<file path="src/rtl/mem_stage_sram_ctrl.sv">
// MEM-stage data-memory controller: 32-bit word loads/stores served from a
// 16-bit SRAM as two half-word accesses, freezing the pipeline while busy.
//
// state | meaning
// IDLE  | no access in flight; ready follows ~(rd_en|wr_en)
// LO    | low half-word access (sram_addr LSB = 0)
// HI    | high half-word access (sram_addr LSB = 1)
// DONE  | access complete; ready=1 for one cycle, then IDLE
module mem_stage_sram_ctrl #(
  parameter int BASE_ADDR   = 1024,
  parameter int WAIT_CYCLES = 2,
  parameter int SRAM_AW     = 18
) (
  input  logic               clk,
  input  logic               rst,
  input  logic               rd_en,
  input  logic               wr_en,
  input  logic [31:0]        address,
  input  logic [31:0]        wdata,
  output logic [31:0]        rdata,
  output logic               ready,
  output logic [SRAM_AW-1:0] sram_addr,
  output logic [15:0]        sram_dq_out,
  output logic               sram_dq_oe,
  input  logic [15:0]        sram_dq_in,
  output logic               sram_we_n
);

  localparam int CW = (WAIT_CYCLES > 1) ? $clog2(WAIT_CYCLES) : 1;
  localparam logic [CW-1:0] CNT_LOAD = CW'(WAIT_CYCLES - 1);

  typedef enum logic [1:0] {IDLE, LO, HI, DONE} state_t;

  state_t             state, state_nxt;
  logic [CW-1:0]      wait_cnt;
  logic               op_wr;
  logic [SRAM_AW-2:0] idx_q;
  logic [15:0]        wdata_hi;
  logic [31:0]        offset;
  logic [SRAM_AW-2:0] idx;
  logic               req;
  logic               last_cycle;
  logic               unused_addr_bits;

  // Offset wraps modulo 2^32; byte lane bits and bits above the SRAM range drop out.
  assign offset           = address - 32'(BASE_ADDR);
  assign idx              = offset[SRAM_AW:2];
  assign unused_addr_bits = ^{offset[31:SRAM_AW+1], offset[1:0]};
  assign req              = rd_en | wr_en;
  assign last_cycle       = (wait_cnt == '0);

  always_ff @(posedge clk or posedge rst) begin
    if (rst) state <= IDLE;
    else     state <= state_nxt;
  end

  always_comb begin
    state_nxt = state;
    case (state)
      IDLE:    if (req) state_nxt = LO;
      LO:      if (last_cycle) state_nxt = HI;
      HI:      if (last_cycle) state_nxt = DONE;
      DONE:    state_nxt = IDLE;
      default: state_nxt = IDLE;
    endcase
  end

  always_comb begin
    ready = 1'b0;
    case (state)
      IDLE:    ready = ~req;
      DONE:    ready = 1'b1;
      default: ready = 1'b0;
    endcase
  end

  always_ff @(posedge clk or posedge rst) begin
    if (rst) begin
      wait_cnt    <= '0;
      op_wr       <= 1'b0;
      idx_q       <= '0;
      wdata_hi    <= '0;
      rdata       <= '0;
      sram_addr   <= '0;
      sram_dq_out <= '0;
      sram_dq_oe  <= 1'b0;
      sram_we_n   <= 1'b1;
    end else begin
      case (state)
        IDLE: begin
          if (req) begin
            // wr_en wins when both requests are raised together
            op_wr     <= wr_en;
            idx_q     <= idx;
            wdata_hi  <= wdata[31:16];
            wait_cnt  <= CNT_LOAD;
            sram_addr <= {idx, 1'b0};
            if (wr_en) begin
              sram_we_n   <= 1'b0;
              sram_dq_oe  <= 1'b1;
              sram_dq_out <= wdata[15:0];
            end
          end
        end
        LO: begin
          if (last_cycle) begin
            wait_cnt  <= CNT_LOAD;
            sram_addr <= {idx_q, 1'b1};
            if (op_wr) sram_dq_out <= wdata_hi;
            else       rdata[15:0] <= sram_dq_in;
          end else begin
            wait_cnt <= wait_cnt - 1'b1;
          end
        end
        HI: begin
          if (last_cycle) begin
            sram_we_n  <= 1'b1;
            sram_dq_oe <= 1'b0;
            if (!op_wr) rdata[31:16] <= sram_dq_in;
          end else begin
            wait_cnt <= wait_cnt - 1'b1;
          end
        end
        default: ;
      endcase
    end
  end

endmodule

</file>
<file path="config.mk">
export PLATFORM = sky130hd
export DESIGN_NAME = mem_stage_sram_ctrl
export DESIGN_NICKNAME = d
export VERILOG_FILES = /design/src/rtl/mem_stage_sram_ctrl.sv
export SDC_FILE = /design/constraint.sdc
export NUM_CORES = 1
export LEC_CHECK = 0
export ABC_AREA = 1
export CORE_MARGIN = 10
export CORE_UTILIZATION = 42
export DETAILED_ROUTE_END_ITERATION = 10
export GPL_ROUTABILITY_DRIVEN = 0
export PLACE_DENSITY = 0.77
export SYNTH_ARGS = -nofsm -noshare
export SYNTH_HDL_FRONTEND = slang
export SYNTH_SLANG_ARGS = --single-unit
</file>
<file path="constraint.sdc">
create_clock -name clk -period 2.8 [get_ports clk]
set_input_delay 0.28 -clock clk [delete_from_list [all_inputs] [get_ports clk]]
set_output_delay 0.28 -clock clk [all_outputs]
set_load 0.02 [all_outputs]
</file>
==> reports/qor.yml, run 1 <==
clkTransAtPathRegs_ns: 0.11
yosysTopAreaCell: "dfrtp_1"
fillers: 999
net-switching-power_mw: 3.28
dp_hpwl_um: 8810
power.density_nw_per_um2: 1200
gr-usage-all-layers_pct: 15.5
ys_seq_elements: 105
setup_slack_ns: 0.292
row_count: 38
async_flop_share_pct: 100
root_buffer: "clkbuf_8"
grt_pass1_vias: 4074
cts.sinks: 105
ir_worst_vdd_mv: 0.741
finalHoldViolations: 0
syn_area_sq_um: 4680
worstPathArrival_ns: 2.23
synth_edf_count: 0
cts_setup_buffers: 0
fmaxAchievable_ghz: 0.399
stdcell_count: 844
htree_levels: 3
dpl.cell_count: 828
holdCritPathClass: "primary input to flop"
synth_top_area_share_pct: 55.6
period_share_pct: 89.6
yosys_warnings: 0
core-area_sq_um: 10900
p_comb_share_pct: 52.0
ys_top_cells_by_area: "dfrtp_1 56%, nand2_1 20%, o21ai_0 6.3%"
p_seq_share_pct: 35.4
num_antenna_cells: 0
clock_skew_ns: 0.0162
port_buffers: 137
grt_pass1_wl_um: 20500
p_leak_nw: 3.16
drt_first_pass_iters: 4
avgSynthCellArea_sq_um: 8.23
via_per_inst: 4.78
initial_core_util_pct: 43.0
slew_headroom_pct: 36.8
ys_seq_area_share_pct: 56.1
wl_per_cell_um: 14.7
fin_setup_tns_ns: 0
hold_buffers: 0
synthMostInstantiatedCell: "nand2_1"
syn_nets: 659
swShare_pct: 43.2
cts_made_buffers: 9
ys_top_cells_by_count: "252 x nand2_1, 104 x dfrtp_1, 59 x o21ai_0"
rsz0062_at_grt: "false"
yosys.cell_types.count: 28
antenna_found_initial: 0
setup_viol: 0
grt_start_max_net_pins: 60
cp-end-kind: "output pin"
drive_gt1_share_pct: 5.11
clockBufferDepth: 2
worstMarginPinSlew_ns: 0.945
ant_nets: 0
cap_violations: 0
clockPowerShare_pct: 12.6
period_minus_slack_ns: 2.51
area_growth_syn_to_layout_pct: 35.8
cts_resized: 0
ff_latch_area_sq_um: 2630
syn_inst: 569
clk_latency_ns: 0.36
cts_tree: "yes"
dieArea_sq_um: 15800
path_class: "flop to output pin"
wirelength_um: 12400
crit_required_ns: 2.52
die_h_um: 126
grt_overflow: 0
drt-initial-drc-count: 263
die_width_um: 126
drc: 0
vias: 4035
run_status: "finished clean"
cp_max_fo: 6
fin_util_pct: 58.4
start_kind: "flop"
nets: 789
intPower_mw: 4.32
maxSlewViolCount: 0
synth_flop_cell: "dfrtp_1"
multi_input_area_sq_um: 1750
pre_cts_ws_ns: 0.613
ios: 153
-- power by group through the flow --
stage | clock network [mW] | logic, mW | registers, mW
floorplan | 0 | 1.85 | 3.26
global placement | 0 | 3.90 | 2.68
finish | 0.960 | 3.95 | 2.69
CTS | 0.992 | 4.02 | 2.70
global route | 1.06 | 4.41 | 2.79
detailed placement | 0 | 4.01 | 2.72
-- kinds of logic (layout without fill, tap and decap cells) --
group,count (synthesis),after routing,synth area share (%)
adders and majority gates,6,6,1.60
DFF,105,105,56.1
buffers and inverters,69,204,6.41
AOI/OAI and AO/OA,84,84,10.3
xor gates and xnor gates,3,3,0.561
and+or+nand+nor,302,302,25.0
-- cell usage in the layout (no fill, tap or decap), types with 3 or more instances in the layout --
cell,count
nand3_1,7
inv_1,40
nand2_1,252
o31ai_2,3
xor2_1,3
buf_4,8
clkinvlp_4,3
o21ai_0,59
clkdlybuf4s50_1,137
o31ai_1,6
ha_1,6
clkbuf_8,9
a21oi_1,6
nor2_1,38
dfrtp_1,104
o21ai_1,4
-- final cells by class --
class	instances	share of cell area, %
multi-input cells	395	27.6
repair buffers	145	22.5
well taps	140	2.76
clock inverters	6	1.16
inverters	43	2.64
clock buffers	10	2.01
flip-flops and latches	105	41.4
-- stage by stage --
| stage | hold WS [ns] | total power [mW] | instance area (sq um) |
|---|---|---|---|
| after floorplan | 0.375 | 5.10 | 4690 |
| after global placement | 0.453 | 6.58 | 6160 |
| after detailed placement | 0.458 | 6.73 | 6160 |
| after CTS | 0.437 | 7.71 | 6360 |
| after global routing | 0.440 | 8.25 | 6360 |
| final | 0.453 | 7.60 | 6360 |
-- state kept, by name, summed over array words and instances, names as in the netlist, 2 cells and up --
signal and count:
rdata 32, state 2, sram_dq_out 16, wdata_hi 16
sram_addr 18, idx_q 17
-- layer usage --
metal	share of wire, %	routed length (um)	vias to the layer above	track usage (%)
met2	45	5630	123	24.2
met5	0	0	-	0
met4	1.2	149	0	4.40
met1	43	5320	1870	18.9
li1	-	-	2027	-
met3	10	1270	15	7.01
-- final timing paths --
kind	startpoint	endpoint	slack, ns	cells after the start
max in group asynchronous	rst	idx_q[7]	1.72	3
min in group asynchronous	rst	sram_addr[16]	0.50	3
worst max register to register	state[1]	rdata[10]	0.66	5
worst min register to register	wdata_hi[15]	wdata_hi[15]	0.48	2
worst min-delay path	wdata[27]	wdata_hi[11]	0.45	3
worst max-delay path	state[0]	ready	0.29	7
-- critical path, cell delays in order, from the launching register on --
cell	delay (ns)
dfrtp_1	0.43
inv_1	0.12
ha_1	0.27
nand2_1	0.16
inv_1	0.10
nor2_1	0.05
nor2_1	0.08
clkdlybuf4s50_1	0.65
Note: power is estimated with default switching activity, not from simulation.
==> run 2, diff against run 1 <==
--- a/config.mk
+++ b/config.mk
@@ -9,6 +9,7 @@
 export CORE_MARGIN = 10
-export CORE_UTILIZATION = 42
+export CORE_UTILIZATION = 50
 export DETAILED_ROUTE_END_ITERATION = 10
 export GPL_ROUTABILITY_DRIVEN = 0
-export PLACE_DENSITY = 0.77
+export HOLD_SLACK_MARGIN = 0.1
+export PLACE_DENSITY = 0.86
 export SYNTH_ARGS = -nofsm -noshare
==> constraint.sdc (replaced) <==
create_clock -name clk -period 3.3 [get_ports clk]
set_input_delay 0.33 -clock clk [delete_from_list [all_inputs] [get_ports clk]]
set_output_delay 0.33 -clock clk [all_outputs]
set_load 0.05 [all_outputs]
==> run 2 against run 1 <==
  * Register-to-register slack worse by 0.17 ns
  * Critical path depth rose by 1
  * Global-route usage rose by 3.0 points
  * Largest cell class unchanged
  * Largest power group unchanged
==> reports/qor.yml, run 2 (same netlist as run 1, synthesis figures left out) <==
run_status: "finished clean"  # unchanged
initial_core_util_pct: 50.9  # was 43.0%
drt-initial-drc-count: 282  # was 263
finalHoldViolations: 0  # unchanged
cp-end-kind: "flop"  # was output pin
cts_tree: "yes"  # unchanged
clock_skew_ns: 0.0160  # was 0.0162 ns
swShare_pct: 51.5  # was 43.2%
cts_resized: 0  # unchanged
setup_viol: 0  # unchanged
hold_buffers: 0  # unchanged
p_comb_share_pct: 58.6  # was 52.0%
fin_util_pct: 68.1  # was 58.4%
maxSlewViolCount: 0  # unchanged
wirelength_um: 12500  # was 12400 um
core-area_sq_um: 9200  # was 10900 sq um
cts_setup_buffers: 0  # unchanged
start_kind: "flop"  # unchanged
area_growth_syn_to_layout_pct: 33.8  # was 35.8%
grt_pass1_vias: 4171  # was 4074
worst_path_max_delay_cell: "ha_1"  # was clkdlybuf4s50_1
fillers: 712  # was 999
clk_latency_ns: 0.37  # was 0.36 ns
layout_common_cells: "252 x nand2_1, 137 x clkdlybuf4s50_1, 104 x dfrtp_1, 59 x o21ai_0, 40 x inv_1"  # unchanged
holdCritPathClass: "primary input to async pin"  # was primary input to flop
via_per_inst: 4.95  # was 4.78
p_seq_share_pct: 31.4  # was 35.4%
slew_headroom_pct: 34.6  # was 36.8%
crit_required_ns: 3.60  # was 2.52 ns
antenna_found_initial: 0  # unchanged
root_buffer: "clkbuf_8"  # unchanged
nets: 784  # was 789
multi_input_area_sq_um: 1750  # unchanged
ff_latch_area_sq_um: 2630  # unchanged
clockPowerShare_pct: 9.9  # was 12.6%
drt_first_pass_iters: 5  # was 4
clockBufferDepth: 2  # unchanged
period_minus_slack_ns: 2.81
dieArea_sq_um: 13600  # was 15800 sq um
mostFrequentLayoutCell: "nand2_1"  # unchanged
drive_gt1_share_pct: 4.44  # was 5.11%
path_class: "flop to flop"  # was flop to output pin
path_cells: "inv_1 > ha_1 > inv_4 > nand2_2 > nand3_4 > nor2_4 > nand2_1 > nand2_1"  # was inv_1 > ha_1 > nand2_1 > inv_1 > nor2_1 > nor2_1 > clkdlybuf4s50_1
net-switching-power_mw: 3.76  # was 3.28 mW
die_h_um: 117  # was 126 um
vias: 4007  # was 4035
slowest_delay_ns: 0.53  # was 0.65 ns
ios: 153  # unchanged
dp_hpwl_um: 8850  # was 8810 um
regMostFlops: "rdata"  # unchanged
ant_nets: 0  # unchanged
port_buffers: 137  # unchanged
grt_pass1_wl_um: 20000  # was 20500 um
clkTransAtPathRegs_ns: 0.11  # about the same
grt_overflow: 0  # unchanged
worstMarginPinSlew_ns: 0.980  # was 0.945 ns
gr-usage-all-layers_pct: 18.5  # was 15.5%
fmaxAchievable_ghz: 0.356
largest_register_ffs: 32  # unchanged
htree_levels: 3  # unchanged
power.density_nw_per_um2: 1170  # was 1200 nW/um^2
reg_top3: "rdata: 32 flops, sram_addr: 18 flops, idx_q: 17 flops"  # unchanged
cap_violations: 0  # unchanged
ir_worst_vdd_mv: 0.856  # was 0.741 mV
intPower_mw: 3.54  # was 4.32 mW
fin_setup_tns_ns: 0  # unchanged
rsz0062_at_grt: "false"  # unchanged
drc: 0  # unchanged
p_leak_nw: 3.13  # was 3.16 nW
num_antenna_cells: 0  # unchanged
cpMostUsedCell: "nand2_1"
cp_max_fo: 51  # was 6
cts_made_buffers: 9  # unchanged
row_count: 35  # was 38
period_share_pct: 85.1
wl_per_cell_um: 15.4  # was 14.7 um
cts.sinks: 105  # unchanged
grt_start_max_net_pins: 106  # was 60
die_width_um: 117  # was 126 um
worstPathArrival_ns: 3.11  # was 2.23 ns
run 2: cell types whose count changed in the layout (fill, tap and decap cells not counted), sizes merged:
cell and change:
buf -5, bufinv -1, clkbuf -1, clkinv +1
run 2: power by group through the flow:
stage | logic [mW] | clock network [mW] | registers [mW]
detailed placement | 4.33 | 0 | 2.32
finish | 4.28 | 0.725 | 2.30
CTS | 4.34 | 0.734 | 2.30
floorplan | 1.58 | 0 | 3.69
global placement | 4.22 | 0 | 2.28
global route | 4.68 | 0.792 | 2.37
run 2: worst max-delay path: cells and delay by family (launching register included):
family	cells	cell delay [ns]
fa+ha+maj	1	0.53
buf+inv	2	0.42
flops	1	0.42
simple gates	5	1.33
run 2: routing by layer:
metal / vias to the layer above / wire, um / track usage, %
met5: - / 0 / 0
met4: 0 / 132 / 6.43
met3: 12 / 1460 / 9.19
met2: 121 / 5980 / 30.1
met1: 1859 / 4890 / 20.7
li1: 2015 / - / -
run 2: layout make-up:
type / count / area share, %
Sequential cell: 105 / 42.0
Multi-Input combinational cell: 395 / 28.0
Clock inverter: 6 / 0.719
Timing Repair Buffer: 140 / 22.5
Inverter: 43 / 2.66
Clock buffer: 9 / 1.98
Tap cell: 111 / 2.22
run 2: stage by stage:
step / hold WS (ns) / worst slack (ns) / std cells / area [sq um] / power, mW
after floorplan: 0.425 / 0.211 / 569 / 4680 / 5.27
after global placement: 0.453 / 0.580 / 794 / 6090 / 6.49
after CTS: 0.457 / 0.443 / 809 / 6260 / 7.38
after detailed placement: 0.460 / 0.473 / 794 / 6090 / 6.65
after global routing: 0.469 / 0.184 / 809 / 6260 / 7.85
final: 0.415 / 0.491 / 809 / 6260 / 7.31
run 2: worst paths after layout:
path                                   from             end  slack [ns]  cells after the start
worst max-delay path               state[1]  sram_dq_out[0]        0.49                      8
worst max register to register     state[1]  sram_dq_out[0]        0.49                      8
worst min register to register  wdata_hi[3]     wdata_hi[3]        0.48                      2
worst min-delay path                    rst    wdata_hi[11]        0.42                      3
max in group asynchronous               rst     wdata_hi[6]        2.45                      3
min in group clk                wdata_hi[3]     wdata_hi[3]        0.48                      2
